<file path="src/rtl/ov7725_cfg_sequencer.sv">
// ov7725_cfg_sequencer
// Walks the OV7725 init table (entries 0..TABLE_SIZE-1) and issues one SCCB
// write per entry to the SCCB master. Inserts the power-up settle delay
// before the first fetch and the soft-reset settle delay after an ACKed
// write of reg 0x12 with bit7 set. A NACKed write is re-issued up to
// MAX_RETRY times before the run stops in ERROR.
//
// Ports:
//   clk, rst_n       clock, synchronous active-low reset
//   start            one-cycle pulse; starts a run (ignored while busy)
//   tbl_addr         registered table address to the init ROM
//   tbl_data         ROM word {reg, value}, valid one clk after tbl_addr
//   cmd_valid/ready  write request handshake to the SCCB master
//   cmd_dev/reg/data slave address (constant), sub-address, value
//   cmd_done/nack    transaction finished pulse; nack qualified by done
//   busy/done/error  run status; done and error are sticky
//   err_addr         table index that ran out of retries
//   dbg_state        current FSM state, for checkers and debug
//
// Handshake: cmd_valid is high only in ISSUE. A write is transferred on the
// rising clk edge where cmd_valid & cmd_ready; until then cmd_reg/cmd_data
// are held stable, and cmd_valid drops on the cycle after the transfer.
// cmd_ready is ignored outside ISSUE and cmd_done outside WAIT_ACK.
module ov7725_cfg_sequencer #(
  parameter int unsigned TABLE_SIZE   = 68,
  parameter int unsigned ADDR_WIDTH   = 8,
  parameter logic [7:0]  DEV_ADDR     = 8'h42,
  parameter logic [19:0] POWERUP_WAIT = 20'd1_000_000,
  parameter logic [19:0] RESET_WAIT   = 20'd500_000,
  parameter int unsigned MAX_RETRY    = 3
) (
  input  logic                  clk,
  input  logic                  rst_n,
  input  logic                  start,
  output logic [ADDR_WIDTH-1:0] tbl_addr,
  input  logic [15:0]           tbl_data,
  output logic                  cmd_valid,
  input  logic                  cmd_ready,
  output logic [7:0]            cmd_dev,
  output logic [7:0]            cmd_reg,
  output logic [7:0]            cmd_data,
  input  logic                  cmd_done,
  input  logic                  cmd_nack,
  output logic                  busy,
  output logic                  done,
  output logic                  error,
  output logic [ADDR_WIDTH-1:0] err_addr,
  output logic [3:0]            dbg_state
);

  typedef enum logic [3:0] {
    IDLE     = 4'd0,
    PWR_WAIT = 4'd1,
    FETCH    = 4'd2,
    LATCH    = 4'd3,
    ISSUE    = 4'd4,
    WAIT_ACK = 4'd5,
    POST     = 4'd6,
    NEXT     = 4'd7,
    DONE     = 4'd8,
    ERROR    = 4'd9
  } state_t;

  // PWR_WAIT lasts POWERUP_WAIT cycles; a zero wait still spends one cycle.
  localparam logic [19:0] PWR_LIM = (POWERUP_WAIT == 20'd0) ? 20'd0 : POWERUP_WAIT - 20'd1;
  localparam logic [ADDR_WIDTH-1:0] LAST_ADDR = ADDR_WIDTH'(TABLE_SIZE - 1);
  localparam logic [1:0] RETRY_LIM = 2'(MAX_RETRY);

  state_t                state_q, state_d;
  logic [19:0]           cnt_q, cnt_d;
  logic [1:0]            retry_q, retry_d;
  logic [ADDR_WIDTH-1:0] addr_q, addr_d;
  logic [7:0]            reg_q, reg_d;
  logic [7:0]            data_q, data_d;
  logic                  done_q, done_d;
  logic                  error_q, error_d;
  logic [ADDR_WIDTH-1:0] err_addr_q, err_addr_d;

  logic        soft_rst;
  logic [19:0] post_lim;

  // A write of COM7 (0x12) with bit7 set resets the sensor, which then needs
  // RESET_WAIT cycles before it accepts the next write. POST always spends
  // its own first cycle, then counts the RESET_WAIT settle cycles on top.
  assign soft_rst = (reg_q == 8'h12) && data_q[7];
  assign post_lim = soft_rst ? RESET_WAIT : 20'd0;

  always_comb begin
    state_d    = state_q;
    cnt_d      = cnt_q;
    retry_d    = retry_q;
    addr_d     = addr_q;
    reg_d      = reg_q;
    data_d     = data_q;
    done_d     = done_q;
    error_d    = error_q;
    err_addr_d = err_addr_q;

    case (state_q)
      IDLE, DONE, ERROR: begin
        if (start) begin
          state_d    = PWR_WAIT;
          cnt_d      = 20'd0;
          addr_d     = '0;
          done_d     = 1'b0;
          error_d    = 1'b0;
          err_addr_d = '0;
        end
      end
      PWR_WAIT: begin
        if (cnt_q >= PWR_LIM) begin
          state_d = FETCH;
          cnt_d   = 20'd0;
        end else begin
          cnt_d = cnt_q + 20'd1;
        end
      end
      // The ROM registers tbl_addr during FETCH; its word is valid in LATCH.
      FETCH: state_d = LATCH;
      LATCH: begin
        reg_d   = tbl_data[15:8];
        data_d  = tbl_data[7:0];
        retry_d = 2'd0;
        state_d = ISSUE;
      end
      ISSUE: begin
        if (cmd_ready) state_d = WAIT_ACK;
      end
      WAIT_ACK: begin
        if (cmd_done) begin
          if (!cmd_nack) begin
            state_d = POST;
            cnt_d   = 20'd0;
          end else if (retry_q < RETRY_LIM) begin
            retry_d = retry_q + 2'd1;
            state_d = ISSUE;
          end else begin
            state_d    = ERROR;
            error_d    = 1'b1;
            err_addr_d = addr_q;
          end
        end
      end
      POST: begin
        if (cnt_q >= post_lim) begin
          state_d = NEXT;
          cnt_d   = 20'd0;
        end else begin
          cnt_d = cnt_q + 20'd1;
        end
      end
      NEXT: begin
        if (addr_q == LAST_ADDR) begin
          state_d = DONE;
          done_d  = 1'b1;
        end else begin
          addr_d  = addr_q + ADDR_WIDTH'(1);
          state_d = FETCH;
        end
      end
      default: state_d = IDLE;
    endcase
  end

  always_ff @(posedge clk) begin
    if (!rst_n) begin
      state_q    <= IDLE;
      cnt_q      <= 20'd0;
      retry_q    <= 2'd0;
      addr_q     <= '0;
      reg_q      <= 8'd0;
      data_q     <= 8'd0;
      done_q     <= 1'b0;
      error_q    <= 1'b0;
      err_addr_q <= '0;
    end else begin
      state_q    <= state_d;
      cnt_q      <= cnt_d;
      retry_q    <= retry_d;
      addr_q     <= addr_d;
      reg_q      <= reg_d;
      data_q     <= data_d;
      done_q     <= done_d;
      error_q    <= error_d;
      err_addr_q <= err_addr_d;
    end
  end

  assign tbl_addr  = addr_q;
  assign cmd_valid = (state_q == ISSUE);
  assign cmd_dev   = DEV_ADDR;
  assign cmd_reg   = reg_q;
  assign cmd_data  = data_q;
  assign busy      = (state_q != IDLE) && (state_q != DONE) && (state_q != ERROR);
  assign done      = done_q;
  assign error     = error_q;
  assign err_addr  = err_addr_q;
  assign dbg_state = state_q;

endmodule

</file>
<file path="config.mk">
export PLATFORM = sky130hd
export DESIGN_NAME = ov7725_cfg_sequencer
export DESIGN_NICKNAME = d
export VERILOG_FILES = /design/src/rtl/ov7725_cfg_sequencer.sv
export SDC_FILE = /design/constraint.sdc
export NUM_CORES = 1
export LEC_CHECK = 0
export CORE_MARGIN = 2
export CORE_UTILIZATION = 41
export CTS_BUF_LIST = sky130_fd_sc_hd__clkbuf_8
export CTS_CLUSTER_SIZE = 14
export DETAILED_ROUTE_END_ITERATION = 16
export PLACE_DENSITY = 0.67
export SLEW_MARGIN = 20
export SYNTH_ARGS = -nofsm -noshare
export SYNTH_HDL_FRONTEND = slang
export SYNTH_SLANG_ARGS = --single-unit
</file>
<file path="constraint.sdc">
create_clock -name clk -period 3.35 [get_ports clk]
set_input_delay 0.67 -clock clk [delete_from_list [all_inputs] [get_ports clk]]
set_output_delay 0.67 -clock clk [all_outputs]
set_load 0.005 [all_outputs]
</file>
After elaboration in Yosys (flattened, before gate mapping)
Cells that the tools add are included.
{ "word_totals": {"register_bits": 60, "inputBits": 22, "output_inout_bits": 48} }
{ "op_classes": {"addsub": 3, "order_cmp": 3, "eq_ne": 24, "mux": 34, "reduce_logical": 16} }
{ "ops": {"columns": ["operator", "count"], "rows": [
  ["$mux 20", 5],
  ["$pmux 20 s4", 1],
  ["$mux 8", 5],
  ["$mux 4", 8],
  ["$pmux 4 s8", 1],
  ["$pmux 8 s2", 2],
  ["$add 20x1->20 const B", 1],
  ["$ge 20x19->1", 1],
  ["$ge 20x20->1 const B", 1],
  ["$ne 2x2->1 const B", 10],
  ["$mux 19", 1],
  ["$eq 4x3->1 const B", 4],
  ["$reduce_and 5->1", 2],
  ["$add 8x1->8 const B", 1],
  ["$eq 4x2->1 const B", 2],
  ["$eq 4x4->1 const B", 2],
  ["$eq 8x5->1 const B", 1],
  ["$eq 8x7->1 const B", 1],
  ["$ne 4x4->1 const B", 2],
  ["$reduce_and 4->1", 2],
  ["$reduce_bool 4->1", 2],
  ["$mux 2", 3],
  ["$reduce_and 3->1", 2],
  ["$reduce_bool 2->1", 3],
  ["other kinds (10)", 17]
]} }

Logic depth before layout (Yosys ltp)
Gate-level depths: netlist (run 1).
{ "logic_depth": {"ltp_word": 6, "ltp_mapped": 11, "mapped_depth_nobuf": 10} }

Worst setup path after synthesis (run 1)
Ideal clock, no wire load.
{ "synth_path": {"path_kind": "reg2reg", "from": "reg reg_q[4], in the netlist cmd_reg[4]", "to": "reg cnt_q[12]", "arrival_time_ns": 2.636, "path_slack_ns": 0.645, "stages_incl_launch_ff": 10, "path_buffers": 0, "path_cell_list": "dfxtp_1 -> nor4bb_1 -> nand4_1 -> ha_1 -> a2111oi_0 -> nor3_1 -> a211o_1 -> a21o_4 -> or3_1 -> o21ai_1"} }
{ "synth_between": {"elab_chain_len": 6} }
{ "synth_rtl": {"columns": ["item", "line", "source"], "rows": [
  ["from (decl)", "73", "logic [7:0] reg_q, reg_d;"],
  ["from (signal assigned)", "181", "reg_q <= reg_d;"],
  ["$eq 8x5->1", "85", "assign soft_rst = (reg_q == 8'h12) && data_q[7];"],
  ["$logic_and 1x1->1", "85", null],
  ["$mux 19", "86", "assign post_lim = soft_rst ? RESET_WAIT : 20'd0;"],
  ["$ge 20x19->1", "145", "if (cnt_q >= post_lim) begin"],
  ["$mux 20", "145", null],
  ["$pmux 20 s4", "99", "case (state_q)"],
  ["to (signal assigned)", "178", "cnt_q <= cnt_d;"],
  ["to (decl)", "70", "logic [19:0] cnt_q, cnt_d;"]
]} }
No other way between the ends.
A chain may end at the register's enable or synchronous reset.

Worst setup path in the final report (run 1)
Same ends and word-level chain as after synthesis.

==> results.txt, run 1 <==
status = finished, final reports clean
DR pass1 iterations = 4
TritonCTS clock tree = yes
Top reg by flops = cnt_q
CP Capture Type = flip-flop
vias in the first global route = 2,717
layout net count = 479
# rows = 31
routed length per instance = 13.4 um
Max H-tree Level = 3
final setup TNS = 0 ns
clk_lat worst skew = 0.34 ns
Die X = 90.7 um
largest net degree at the start of global routing = 33
DRT Wirelength = 7340 um
Worst-Margin Slew = 0.637 ns
Reg clk slew, reported paths = 0.07 ns
DP Worst Slack = 0.251 ns
Peak supply drop = 0.000256 V
Num CTS Buffers = 9
Synth Flop Type = dfxtp_1
global-route wire length before repair = 12,700 um
Area growth, synth to finish = 27.4%
Initial Util = 0.425
die area = 8230 um^2
Syn Area/Cell = 7.91 um^2
Worst Hold Class = reg -> reg
PwrDens = 467 nW/um^2
fin area = 3930 um^2
setup ws final = 0.402 ns
R2R Path Start = cmd_reg[4]
DIE HEIGHT = 90.7 um
min Tclk post-route = 2.95 ns
flops & latches, synth = 60
max reg flops = 20
grt total ovfl = 0
crit path max fanout = 19
CTS sink count = 60
synth unique cells = 53
IO buf count = 61
unrepaired setup endpoints after global routing = false
Min-Delay Startpoint = cmd_data[3]
Hold WS = 0.453 ns
Synth Cell Area = 3080 um^2
M1 GR Usage = 0.245
CP arrival = 3.22 ns
via count = 2,849
Tcrit/Tclk final = 0.880
# IOs = 70
Worst Skew = 0.00950 ns
Fillers = 698
GRT Util Overall = 0.186
required time worst endpoint = 3.62 ns
Async S/R FF share, synth = 0
Via-to-Cell Ratio = 5.19
max_cap viols = 0
Multi-input gate area = 1740 um^2
share of cells above drive strength 1 = 0.0511
Crit Path Category = reg -> reg
clock root buffer = clkbuf_8
number of diodes = 0
Top Usage Layer GRT = met2
CORE AREA = 7250 um^2
LEAKAGE = 0.00139 uW
Syn Inst Count = 390
sequential cell area fraction in the yosys report = 0.390
final hold violation count = 0
routing usage on met3 = 0.0501
fin. max-slew vios = 0
Post-DRT Antenna Nets = 0
register area = 1200 um^2
number of synthesized flops with an enable pin = 0
global placement routability congestion = 0.813
clk buf depth = 2
initial antenna violation count = 0
Final HPWL DP = 5150 um
DRC errors left = 0
final setup vio count = 0
First DRT Iteration DRCs = 76
Startpoint Class = flip-flop
Relative slew margins = 0.576
Power, Total = 1830 uW
Placed Area = 3710 um^2
launch point of the critical path = cmd_reg[4]
Yosys Warn Count = 0
Global Route met2 Usage = 0.295
Max Fclk = 0.339 GHz
## cell families after synthesis
kind of cell,Yosys count,share of synthesized area
muxes,5,0.0162
AOI/OAI and AO/OA,78,0.167
DFF,60,0.390
and+or+nand+nor,186,0.288
xor gates and xnor gates,13,0.0369
adders and majority gates,11,0.0446
buffers and inverters,35,0.0552
other,2,0.00244
## worst max-delay path, cell delays in order (launching register included)
cell and delay (ns):
dfxtp_1 0.34, nor4bb_1 0.37, nand4_1 0.12, buf_4 0.18, ha_1 0.29, a2111oi_1 0.39, nor3_1 0.10, a211o_1 0.36
a21o_4 0.30, or3_1 0.35, o21ai_1 0.07
## where the power goes
| part | switching, uW | internal, uW |
|---|---|---|
| Sequential | 53.1 | 745 |
| Combinational | 236 | 184 |
| Clock | 275 | 342 |
## per-stage QoR
stage               cells  utilization
detailed placement    532        0.512
floorplan             396            -
global route          549        0.541
finish                549        0.541
CTS                   547        0.538
global placement      532        0.512
## path summary, 6_finish.rpt
| kind | slack, ns | end | cells past startpoint |
|---|---|---|---|
| setup reg to reg | 0.40 | cnt_q[12] | 10 |
| setup / recovery | 0.40 | cnt_q[12] | 10 |
| hold reg to reg | 0.45 | cmd_data[3] | 2 |
| hold / removal | 0.45 | cmd_data[3] | 2 |
## area by class of cell
class / count / share of cell area
well taps: 99 / 0.0315
flip-flops and latches: 60 / 0.306
multi-input cells: 301 / 0.444
clock inverters: 2 / 0.00223
inverters: 10 / 0.00956
repair buffers: 64 / 0.161
clock buffers: 13 / 0.0456
## placed cells by master (no fill, tap or decap), types with 2 or more instances in the layout
master,instances
ha_1,11
mux2i_1,5
nand4_1,9
clkbuf_8,13
and2_1,4
o21ai_0,14
o311ai_0,7
dfxtp_1,60
or3_1,6
and4_1,3
conb_1,8
nand2b_1,4
o21bai_1,2
nand3_1,18
nor4_1,5
a21o_1,3
o21ai_1,2
a21oi_1,26
o211ai_1,2
nand2_1,75
inv_1,10
xnor2_1,5
nor4bb_1,2
nor2_1,39
clkdlybuf4s50_1,61
xor2_1,8
nor2b_1,2
nor3_1,7
buf_4,3
and3_1,3
a22oi_1,11
## cells in the mapped netlist (all sizes together) (2+ instances only)
library cell,count,area [um^2]
mux2i,5,50.1
nor3,7,35.0
o21ai,16,80.1
nor4,5,31.3
nand2,75,282
a22oi,11,82.6
o211ai,2,15.0
xnor2,5,43.8
inv,9,33.8
buf,10,76.3
ha,11,138
nor2,39,146
o311ai,7,61.3
dfxtp,60,1200
xor2,8,70.1
nand2b,4,25.0
a21o,4,37.5
nand4,9,56.3
and3,3,18.8
nor4bb,2,20.0
and2,4,25.0
or3,6,37.5
o21bai,2,15.0
and4,3,26.3
nor2b,2,12.5
conb,2,7.51
clkbuf,15,56.3
nor3b,2,20.0
nand3,18,90.1
o2111ai,2,23.8
a21oi,27,139
a211oi,2,20.0
## what timing repair did
| action | CTS | global route |
|---|---|---|
| setup endpoints to repair | 0 | 11 |
| gates resized for setup | 0 | 2 |
| buffers inserted | 0 | 2 |
| hold buffers | 0 | 0 |
## metal layers
metal | vias to the layer above | routed length, um | share of wire
met1 | 1300 | 3540 | 0.48
met4 | 0 | 61 | 0.0083
met5 | - | 0 | 0
li1 | 1471 | - | -
met3 | 6 | 370 | 0.050
met2 | 72 | 3370 | 0.46
Note: power is estimated with default switching activity, not from simulation.
==> run 2, diff against run 1 <==
Settings changed: ABC_CLOCK_PERIOD_IN_PS from default to 3350.
==> results of run 2 <==
No change in the layout: final DEF, timing and power equal those of run 1.
